**config.mk**
```make
export PLATFORM = sky130hd
export DESIGN_NAME = factorial_engine
export DESIGN_NICKNAME = d
export VERILOG_FILES = /design/src/rtl/factorial_engine.sv
export SDC_FILE = /design/constraint.sdc
export NUM_CORES = 1
export LEC_CHECK = 0
export BUFFER_PORTS_ARGS = -buffer_cell sky130_fd_sc_hd__buf_2
export CAP_MARGIN = 20
export CELL_PAD_IN_SITES_DETAIL_PLACEMENT = 2
export CELL_PAD_IN_SITES_GLOBAL_PLACEMENT = 2
export CORE_ASPECT_RATIO = 1.5
export CORE_UTILIZATION = 34
export DETAILED_ROUTE_END_ITERATION = 12
export PLACE_DENSITY = 0.88
export SLEW_MARGIN = 20
export SYNTH_ARGS = -nofsm -noshare
export SYNTH_HDL_FRONTEND = slang
export SYNTH_SLANG_ARGS = --single-unit
```
**constraint.sdc**
```tcl
create_clock -name clk -period 4.2 [get_ports clk]
set_input_delay 0.84 -clock clk [delete_from_list [all_inputs] [get_ports clk]]
set_output_delay 0.84 -clock clk [all_outputs]
set_load 0.02 [all_outputs]
```
**src/rtl/factorial_engine.sv**
```systemverilog
// factorial_engine
//   Iterative factorial unit: accepts an operand n over a valid/ready input
//   handshake, performs one multiply per cycle (n * (n-1) * ... * 2) and
//   presents n! on a valid/ready output handshake with backpressure.
//   A sticky overflow flag reports when the true n! did not fit in OUT_W bits.
//
//   Optional build macro: FACTORIAL_ENGINE_SATURATE_EN
//     defined   -> an overflowing result is reported as all ones
//     undefined -> an overflowing result is reported as the wrapped low bits
//
// Parameters
//   IN_W   operand width (n in 0 .. 2^IN_W-1)
//   OUT_W  result width
//
// Ports
//   clk        clock, rising edge
//   reset      synchronous active-high reset
//   in_valid   request valid
//   in_ready   engine accepts a request this cycle
//   in_data    operand n
//   out_valid  result valid, held until taken
//   out_ready  consumer takes the result
//   out_data   n! (wrapped or saturated)
//   out_ovf    true n! did not fit in OUT_W bits
//   out_busy   multiply iterations in progress
module factorial_engine #(
  parameter int IN_W  = 4,
  parameter int OUT_W = 46
) (
  input  logic             clk,
  input  logic             reset,
  input  logic             in_valid,
  output logic             in_ready,
  input  logic [IN_W-1:0]  in_data,
  output logic             out_valid,
  input  logic             out_ready,
  output logic [OUT_W-1:0] out_data,
  output logic             out_ovf,
  output logic             out_busy
);

  typedef enum logic [1:0] {S_IDLE, S_CALC, S_DONE} state_t;

  state_t                  state_q;
  logic [OUT_W-1:0]        acc_q;
  logic [IN_W-1:0]         cnt_q;
  logic                    ovf_q;
  logic                    out_valid_q;
  logic [OUT_W-1:0]        out_data_q;
  logic                    out_ovf_q;
  logic                    out_busy_q;

  logic [OUT_W+IN_W-1:0]   prod_d;
  logic [OUT_W-1:0]        prod_lo_d;
  logic                    ovf_d;
  logic [OUT_W-1:0]        result_d;
  logic                    start_calc_d;
  logic                    last_calc_d;

`ifdef FACTORIAL_ENGINE_SATURATE_EN
  function automatic logic [OUT_W-1:0] sat_result(input logic [OUT_W-1:0] val,
                                                  input logic             ovf);
    sat_result = ovf ? {OUT_W{1'b1}} : val;
  endfunction
`endif

  // Full-width product so that any bit lost above OUT_W is visible to the
  // overflow flag; the accumulator keeps only the low bits (n! mod 2^OUT_W).
  assign prod_d    = {{IN_W{1'b0}}, acc_q} * {{OUT_W{1'b0}}, cnt_q};
  assign prod_lo_d = prod_d[OUT_W-1:0];
  assign ovf_d     = ovf_q | (prod_d[OUT_W+IN_W-1:OUT_W] != '0);

`ifdef FACTORIAL_ENGINE_SATURATE_EN
  assign result_d  = sat_result(prod_lo_d, ovf_d);
`else
  assign result_d  = prod_lo_d;
`endif

  // Extended compares keep the constants representable for any IN_W.
  assign start_calc_d = ({1'b0, in_data} > (IN_W+1)'(1));
  assign last_calc_d  = ({1'b0, cnt_q} == (IN_W+1)'(2));

  assign in_ready  = (state_q == S_IDLE) && !reset;
  assign out_valid = out_valid_q;
  assign out_data  = out_data_q;
  assign out_ovf   = out_ovf_q;
  assign out_busy  = out_busy_q;

  always_ff @(posedge clk) begin
    if (reset) begin
      state_q     <= S_IDLE;
      acc_q       <= {{(OUT_W-1){1'b0}}, 1'b1};
      cnt_q       <= '0;
      ovf_q       <= 1'b0;
      out_valid_q <= 1'b0;
      out_data_q  <= '0;
      out_ovf_q   <= 1'b0;
      out_busy_q  <= 1'b0;
    end else begin
      case (state_q)
        S_IDLE: begin
          if (in_valid) begin
            acc_q <= {{(OUT_W-1){1'b0}}, 1'b1};
            cnt_q <= in_data;
            ovf_q <= 1'b0;
            if (start_calc_d) begin
              state_q    <= S_CALC;
              out_busy_q <= 1'b1;
            end else begin
              // 0! and 1! need no multiply: the result is ready at once.
              state_q     <= S_DONE;
              out_valid_q <= 1'b1;
              out_data_q  <= {{(OUT_W-1){1'b0}}, 1'b1};
              out_ovf_q   <= 1'b0;
            end
          end
        end
        S_CALC: begin
          acc_q <= prod_lo_d;
          ovf_q <= ovf_d;
          cnt_q <= cnt_q - 1'b1;
          if (last_calc_d) begin
            state_q     <= S_DONE;
            out_busy_q  <= 1'b0;
            out_valid_q <= 1'b1;
            out_data_q  <= result_d;
            out_ovf_q   <= ovf_d;
          end
        end
        S_DONE: begin
          if (out_ready) begin
            state_q     <= S_IDLE;
            out_valid_q <= 1'b0;
            out_data_q  <= '0;
            out_ovf_q   <= 1'b0;
          end
        end
        default: begin
          state_q <= S_IDLE;
        end
      endcase
    end
  end

endmodule

```
==> results of run 1 <==
[cells in the mapped netlist (15+ instances only)]
library cell | instances | area [µm²]
a21o_1 | 16 | 120
a21oi_1 | 102 | 510
a22oi_1 | 35 | 263
and2_1 | 136 | 851
clkbuf_1 | 67 | 251
dfxtp_1 | 102 | 2040
fa_1 | 88 | 1760
ha_1 | 60 | 751
inv_1 | 192 | 721
nand2_1 | 152 | 571
nand3_1 | 24 | 120
nand4_1 | 21 | 131
nor2_1 | 109 | 409
nor3_1 | 17 | 85.1
o21ai_0 | 33 | 165
xnor2_1 | 22 | 193
xor2_1 | 15 | 131
[logic make-up (layout without fill, tap and decap cells)]
| group | count (synthesis) | in the layout |
|---|---|---|
| other | 0 | 2 |
| AO/OA/AOI/OAI | 289 | 289 |
| adder cells (fa/ha/maj) | 148 | 148 |
| flip-flops | 102 | 102 |
| AND/OR/NAND/NOR | 499 | 499 |
| XOR/XNOR | 37 | 37 |
| multiplexers | 6 | 6 |
| buffers and inverters | 274 | 405 |
[cell type report]
class                      count  area [µm²]  area share (%)
multi-input combinational    979        8540            62.6
sequential                   102        2060            15.1
timing repair buffer         196        1520            11.1
inverter                     193         724            5.31
tap                          400         500            3.67
clock buffer                  11         233            1.71
clock inverter                 5        60.1           0.440
antenna                        2        5.00          0.0367
[metrics by stage]
stage | power, µW | worst slack, ns | hold slack, ns | area (µm²) | setup TNS [ns]
CTS | 3260 | -0.120 | 0.476 | 12800 | -0.494
global placement | 2230 | -0.119 | 0.440 | 11800 | -0.225
finish | 3580 | -0.812 | 0.490 | 13600 | -27.08
global route | 3590 | -0.831 | 0.500 | 13600 | -29.42
floorplan | 1760 | 0.0219 | 0.457 | 10500 | 0
detailed placement | 2320 | -0.441 | 0.463 | 11800 | -8.17
[flip-flops by register name, indices dropped and copies added, names as in the netlist]
signal     count
out_valid      1
ovf_q          1
out_ovf        1
state_q        2
cnt_q          4
out_data      46
acc_q         46
out_busy       1
[worst max-delay path, cell delays in order, from the launching register on]
cell and delay [ns]:
dfxtp_4 0.41, buf_12 0.16, and2_4 0.14, fa_1 0.59
inv_2 0.07, fa_1 0.53, inv_2 0.06, ha_4 0.28
buf_6 0.10, nand2_2 0.07, o211ai_1 0.76, o31ai_4 0.19
a31oi_4 0.29, a311oi_4 0.19, nor4_2 0.37, buf_4 0.19
nor3_2 0.05, nand3b_1 0.26, a21oi_1 0.21
[layer usage]
metal,vias to the layer above,GRT usage [%],part of all wire [%]
met3,532,6.67,7.6
met1,6136,34.3,32
met4,2,31.3,12
li1,4685,-,-
met2,903,65.6,48
met5,-,0,0.016
[power by group through the flow]
| stage | clock [µW] | sequential, µW | combinational (µW) |
|---|---|---|---|
| 6_report | 971 | 1090 | 1530 |
| 5_1_grt | 983 | 1090 | 1520 |
| 4_1_cts | 930 | 1070 | 1260 |
| 3_5_place_dp | 0 | 1080 | 1230 |
| 3_3_place_gp | 0 | 1080 | 1150 |
| 2_1_floorplan | 0 | 1070 | 699 |
[what timing repair did]
| item | 4_1_cts | 5_1_grt |
|---|---|---|
| endpoints found under the setup margin | 58 | 60 |
| buffers inserted | 15 | 17 |
| pin swaps | 56 | 76 |
| gates resized for setup | 130 | 145 |
| cloned | 0 | 2 |
[worst paths after layout]
| kind | from | endpoint | slack [ns] | cells after the start |
|---|---|---|---|---|
| worst min register to register | out_data[1] | out_data[1] | 0.49 | 2 |
| worst max register to register | cnt_q[2] | acc_q[43] | -0.81 | 18 |
| worst min-delay path | out_data[1] | out_data[1] | 0.49 | 2 |
| worst max-delay path | cnt_q[2] | acc_q[43] | -0.81 | 18 |
==> flow_metrics.tcl, run 1 <==
set metrics [dict create \
    muxShareOfSynthArea_pct 0.585 \
    worstSkewPairLatency_ns 0.41 \
    violations "setup timing" \
    gp_congestion 0.889 \
    drive_gt1_share_pct 29.4 \
    synthesis.nets 1511 \
    clockBufferDepth 2 \
    power_switching_share_pct 49.1 \
    drtIter0Drc 913 \
    drtAntennaViolNets 0 \
    ys_seq_area_share_pct 19.5 \
    cts_tree "yes" \
    final_cell_mix "174 x inv_1, 144 x nand2_1, 125 x and2_1, 112 x buf_4, 101 x nor2_1" \
    hold_buffers 0 \
    critical_path_class "register to register" \
    first_pass_iters 6 \
    grt_start_max_net_pins 47 \
    p_switching_uw 1760 \
    power_density_nw_per_um2 263 \
    dieArea_um2 31600 \
    drt-total-wl_um 69000 \
    tightest_slew_ns 1.13 \
    grt_pass1_vias 13200 \
    num_rows 78 \
    fill_cells 3346 \
    rsz0062_at_grt "true" \
    ys_warn_count 0 \
    core_um2 30300 \
    globalRouteOverflowTotal 0 \
    syn_to_final_growth_pct 30.1 \
    syn_inst 1355 \
    dp.cells 1836 \
    ir_worst_vdd_mv 0.225 \
    relSlewSlack_pct 24.3 \
    io_pins 58 \
    cp-end-kind "register" \
    yosys.area_share.simple_pct 23.3 \
    status "complete, but fails checks" \
    chipHeight_um 217 \
    synth_area_um2 10500 \
    hpwl_um 35000 \
    synth_edf_count 0 \
    skew_ns 0.0230 \
    fin_cells 1888 \
    cts_sinks 102 \
    syn_avg_cell_area_um2 7.74 \
    synth_fa_ha_area_share_pct 24.0 \
    internal-power_uw 1830 \
    initial_core_util_pct 34.7 \
    die_w_um 145 \
    clk_pin_slew_ns 0.10 \
    utilization_pct 45.1 \
    arrival_ns 5.35 \
    finalMaxSlewViolations 0 \
    portBuffers 57 \
    root_buffer "clkbuf_16" \
    setup_slack_ns -0.812 \
    synth_seq_cells 102 \
    h-tree-depth 3 \
    hold_viol_final 0 \
    max-cap-violations 0 \
    clockPowerShare_pct 27.1 \
    min_period_over_period_pct 119 \
    synth_top_family_by_area "adder cells" \
    fmax_mhz 200 \
    crit_fanout 8 \
    mostFrequentLayoutCell "inv_1" \
    synth_compound_gate_area_share_pct 19.0 \
    setup_violations 68 \
    drc 0 \
    grt_usage_pct 35.8 \
    hold_class "register to register" \
    p_comb_share_pct 42.6 \
    numCtsBuffers 9 \
    vias 12300 \
    cp.required_ns 4.54 \
    grt_pass1_wl_um 83500 \
    antenna_found_initial 3 \
    ys.flop_type "dfxtp_1" \
    synth.distinct_cells 82 \
    synthXorXnorAreaFrac_pct 3.09 \
    finalCriticalPeriod_ns 5.01 \
    start_kind "register" \
    num-nets-final 1637 \
    post_drt_wl_per_cell_um 36.5 \
    pwr-share-seq_pct 30.3 \
    synthArstFlopShare_pct 0 \
    vias_per_cell 6.49 \
    leakage_uw 0.00581 \
]
Power figures use the tool's default switching activity.
==> run 2, diff against run 1 <==
- clock period: 4.2 -> 4.4 ns (I/O delays scaled with it)
==> flow_metrics.tcl, run 2 (synthesis results as in run 1) <==
set metrics [dict create \
    skew_ns 0.0190 \
    setup_slack_ns -0.387 \
    portBuffers 57 \
    drive_gt1_share_pct 21.3 \
    grt_usage_pct 27.5 \
    rsz0062_at_grt "true" \
    multi_input_area_um2 8040 \
    power_density_nw_per_um2 265 \
    syn_to_final_growth_pct 21.8 \
    antenna_found_initial 1 \
    gp_congestion 0.899 \
    wl_met2_um 29900 \
    num_rows 78 \
    utilization_pct 42.2 \
    chipHeight_um 217 \
    h-tree-depth 3 \
    vias 11300 \
    worstSkewPairLatency_ns 0.41 \
    num-nets-final 1586 \
    clockBufferDepth 2 \
    root_buffer "clkbuf_16" \
    vias_per_cell 6.18 \
    io_pins 58 \
    initial_core_util_pct 34.7 \
    finalMaxSlewViolations 0 \
    top_layer_used "met5" \
    leakage_uw 0.00548 \
    max-cap-violations 0 \
    mostFrequentLayoutCell "inv_1" \
    drtAntennaViolNets 0 \
    status "complete, but fails checks" \
    violations "setup timing" \
    globalRouteOverflowTotal 0 \
    cp-end-kind "register" \
    post_drt_wl_per_cell_um 31.3 \
    cp.required_ns 4.72 \
    hpwl_um 31600 \
    cts_sinks 102 \
    drt-met1-wl_um 18800 \
    finalCriticalPeriod_ns 4.79 \
    crit_fanout 10 \
    start_kind "register" \
    clk_pin_slew_ns 0.09 \
    hold_class "register to register" \
    grt_pass1_wl_um 66600 \
    final_cell_mix "179 x inv_1, 150 x nand2_1, 124 x and2_1, 107 x nor2_1, 97 x dfxtp_1" \
    arrival_ns 5.10 \
    drt-total-wl_um 57400 \
    fin_hold_ws_ns 0.469 \
    core_um2 30300 \
    fmax_mhz 209 \
    dieArea_um2 31600 \
    tightest_slew_ns 0.982 \
    fill_cells 3334 \
    die_w_um 145 \
    min_period_over_period_pct 109 \
    drc 0 \
    grt_pass1_vias 12000 \
    antennaDiodeCount 0 \
    drtIter0Drc 696 \
    critical_path_class "register to register" \
    hold_viol_final 0 \
    cts_tree "yes" \
    setup_violations 54 \
    met3_length_um 2960 \
    fin_total_pwr_uw 3390 \
    first_pass_iters 5 \
    relSlewSlack_pct 34.1 \
    numCtsBuffers 9 \
    grt_start_max_net_pins 67 \
    register_area_um2 2050 \
    ir_worst_vdd_mv 0.178 \
]
run 2: stage by stage:
stage	worst slack (ns)	instances	instance area (µm²)	TNS, ns
2_1_floorplan	0.222	1355	10500	0
3_3_place_gp	0.0838	1781	11300	0
3_5_place_dp	-0.234	1781	11300	-0.974
4_1_cts	0.00435	1798	11800	0
5_1_grt	-0.422	1834	12800	-12.61
6_report	-0.387	1834	12800	-8.29
run 2: area by class of cell:
type | instances | area share [%]
clock inverter | 6 | 0.676
timing repair buffer | 145 | 8.93
clock buffer | 9 | 1.76
multi-input combinational | 979 | 63.0
inverter | 193 | 5.67
sequential | 102 | 16.1
tap | 400 | 3.92
run 2: worst max-delay path, stage by stage (launching register included):
cell and delay (ns):
dfxtp_4 0.47, buf_12 0.17, buf_4 0.19, and2_1 0.19, ha_1 0.20, inv_1 0.08, fa_1 0.61, inv_1 0.10
ha_4 0.27, a211oi_4 0.31, o21ai_2 0.13, nand4_1 0.21, buf_4 0.16, nand2_1 0.09, a21oi_1 0.67, xor2_1 0.20
nor2_1 0.36, nand2_1 0.10, a21oi_1 0.16
run 2: what timing repair did:
item | 4_1_cts | 5_1_grt
buffers inserted | 2 | 30
hold buffers | 0 | 0
cloned | 0 | 6
setup endpoints to repair | 22 | 49
pin swaps | 5 | 56
gates resized for setup | 21 | 134
run 2: metal layers:
metal  vias up  GRT usage [%]
met3       388           3.27
met4         2           19.8
met2       618           54.0
li1       4577              -
met1      5752           26.1
met5         -              0
run 2: report_power, final:
group	internal [µW]	switching [µW]	total, µW
clock	497	460	957
sequential	961	81.9	1040
combinational	358	1030	1390
total	1820	1570	3390
run 2: final timing paths:
check	cells after the start	slack (ns)	to	from
worst max-delay path	18	-0.39	acc_q[19]	cnt_q[1]
worst min-delay path	2	0.47	out_data[33]	out_data[33]
worst max register to register	18	-0.39	acc_q[19]	cnt_q[1]
worst min register to register	2	0.47	out_data[33]	out_data[33]
==> run 3, diff against run 2 <==
- CORE_ASPECT_RATIO: 1.5 -> 1.2
==> flow_metrics.tcl, run 3 (synthesis results as in run 1) <==
set metrics [dict create \
    power_density_nw_per_um2 256 \
    root_buffer "clkbuf_16" \
    arrival_ns 5.05 \
    grt_start_max_net_pins 64 \
    hold_class "register to register" \
    initial_core_util_pct 34.5 \
    hold_buffers 0 \
    chipHeight_um 194 \
    num-nets-final 1565 \
    violations "setup timing" \
    final_cell_mix "185 x inv_1, 149 x nand2_1, 129 x and2_1, 106 x nor2_1, 98 x dfxtp_1" \
    pwr-share-seq_pct 31.8 \
    mostFrequentLayoutCell "inv_1" \
    antenna_found_initial 0 \
    crit_fanout 16 \
    hp-start "out_data[33]" \
    first_pass_iters 4 \
    cts_tree "yes" \
    clk_pin_slew_ns 0.09 \
    cts_sinks 102 \
    internal-power_uw 1660 \
    rsz0062_at_grt "true" \
    critical-path-top-delay-family "compound AO/OA/AOI/OAI gates" \
    num_rows 70 \
    clockPowerShare_pct 26.5 \
    start_kind "register" \
    status "complete, but fails checks" \
    clockBufferDepth 2 \
    cp_common_cell "inv_1" \
    grt_pass1_wl_um 64700 \
    fmax_mhz 211 \
    critical_path_class "register to register" \
    numCtsBuffers 9 \
    utilization_pct 40.6 \
    r2r-end "out_ovf" \
    drt-met1-wl_um 17500 \
    portBuffers 57 \
    drive_gt1_share_pct 18.8 \
    cpMaxStageDelayCell "fa_1" \
    design_area_um2 12300 \
    gp_congestion 0.886 \
    rrSetupSlack_ns -0.35 \
    setup_slack_ns -0.349 \
    dpl-instance-area_um2 11300 \
    cp-end-kind "register" \
    max_stage_delay_ns 0.53 \
    max-cap-violations 0 \
    top_layer_used "met4" \
    finalMaxSlewViolations 0 \
    rr_startpoint "cnt_q[1]" \
    reg2regPathDepth 16 \
    relSlewSlack_pct 32.4 \
    post_drt_wl_per_cell_um 27.7 \
    drt-total-wl_um 50200 \
    min_path_cells 2 \
    ir_worst_vdd_mv 0.277 \
    dieArea_um2 31500 \
    skew_ns 0.0198 \
    fin_total_pwr_uw 3160 \
    p_comb_share_pct 41.6 \
    worstSkewPairLatency_ns 0.40 \
    met3_length_um 2240 \
    setup_violations 31 \
    dp_slack_ns -0.232 \
    io_pins 58 \
    core_um2 30400 \
    p_switching_uw 1500 \
    h-tree-depth 3 \
    antennaDiodeCount 0 \
    drtAntennaViolNets 0 \
    hold_end "out_data[33]" \
    vias 10800 \
    path_buf_inv 4 \
    wl_met2_um 26900 \
    syn_to_final_growth_pct 17.6 \
    hpwl_um 30500 \
    drtIter0Drc 693 \
    drc 0 \
    finalCriticalPeriod_ns 4.75 \
    globalRouteOverflowTotal 0 \
    hold_viol_final 0 \
    path_cells "buf_4, and2_1, fa_1, inv_1, fa_1, inv_1, ha_1, a21oi_1, o21ai_1, a221oi_2, inv_1, a221oi_1, o21ai_1, xor2_1, nor3_2, o311ai_1" \
    vias_per_cell 5.94 \
    cp.required_ns 4.70 \
    leakage_uw 0.00535 \
    die_w_um 162 \
    grt_pass1_vias 11900 \
    grt_usage_pct 26.5 \
    min_period_over_period_pct 108 \
    tightest_slew_ns 0.993 \
    power_switching_share_pct 47.5 \
]
[run 3: tightest hold or removal path, cell delays in order, from the launching register on]
cell and delay, ns:
dfxtp_1 0.33, nand2_1 0.06, a21oi_1 0.05
[run 3: power by group through the flow]
| stage | sequential [µW] | clock, µW | combinational, µW |
|---|---|---|---|
| finish | 1010 | 839 | 1320 |
| global route | 1010 | 870 | 1360 |
| CTS | 988 | 839 | 1190 |
| detailed placement | 1010 | 0 | 1180 |
| global placement | 1010 | 0 | 1100 |
| floorplan | 1020 | 0 | 667 |
[run 3: timing repair]
action,in CTS,in global routing
endpoints found under the setup margin,31,49
pin swaps,4,34
buffers inserted,4,12
gates resized for setup,17,112
cloned,0,2
[run 3: through the flow]
stage | cells | hold WS, ns | TNS (ns)
after floorplan | 1355 | 0.457 | 0
after global placement | 1776 | 0.438 | 0
after detailed placement | 1776 | 0.452 | -1.26
after CTS | 1796 | 0.464 | -0.0168
after global routing | 1810 | 0.511 | -6.62
final | 1810 | 0.483 | -3.58
[run 3: final cells by class]
class / instances / area [µm²]
multi-input cells: 979 / 7870
repair buffers: 124 / 920
clock buffers: 9 / 225
well taps: 396 / 495
clock inverters: 7 / 47.5
flip-flops and latches: 102 / 2050
inverters: 193 / 724
fillers: 3404 / 18100
[run 3: worst max-delay path by stage]
stage / cells after the start / endpoint / start / slack (ns)
after floorplan: 18 / out_ovf / cnt_q[3] / 0.22
after global placement: 16 / out_data[33] / cnt_q[3] / 0.06
after detailed placement: 16 / acc_q[33] / cnt_q[3] / -0.23
after CTS: 16 / acc_q[33] / cnt_q[3] / -0.02
after global routing: 17 / acc_q[27] / cnt_q[1] / -0.35
final: 16 / out_ovf / cnt_q[1] / -0.35
[run 3: metal layers]
layer  GRT usage (%)  up-vias
met4            13.1        0
met3            3.03      244
met2            51.0      430
li1                -     4546
met1            27.9     5538
met5               0        -
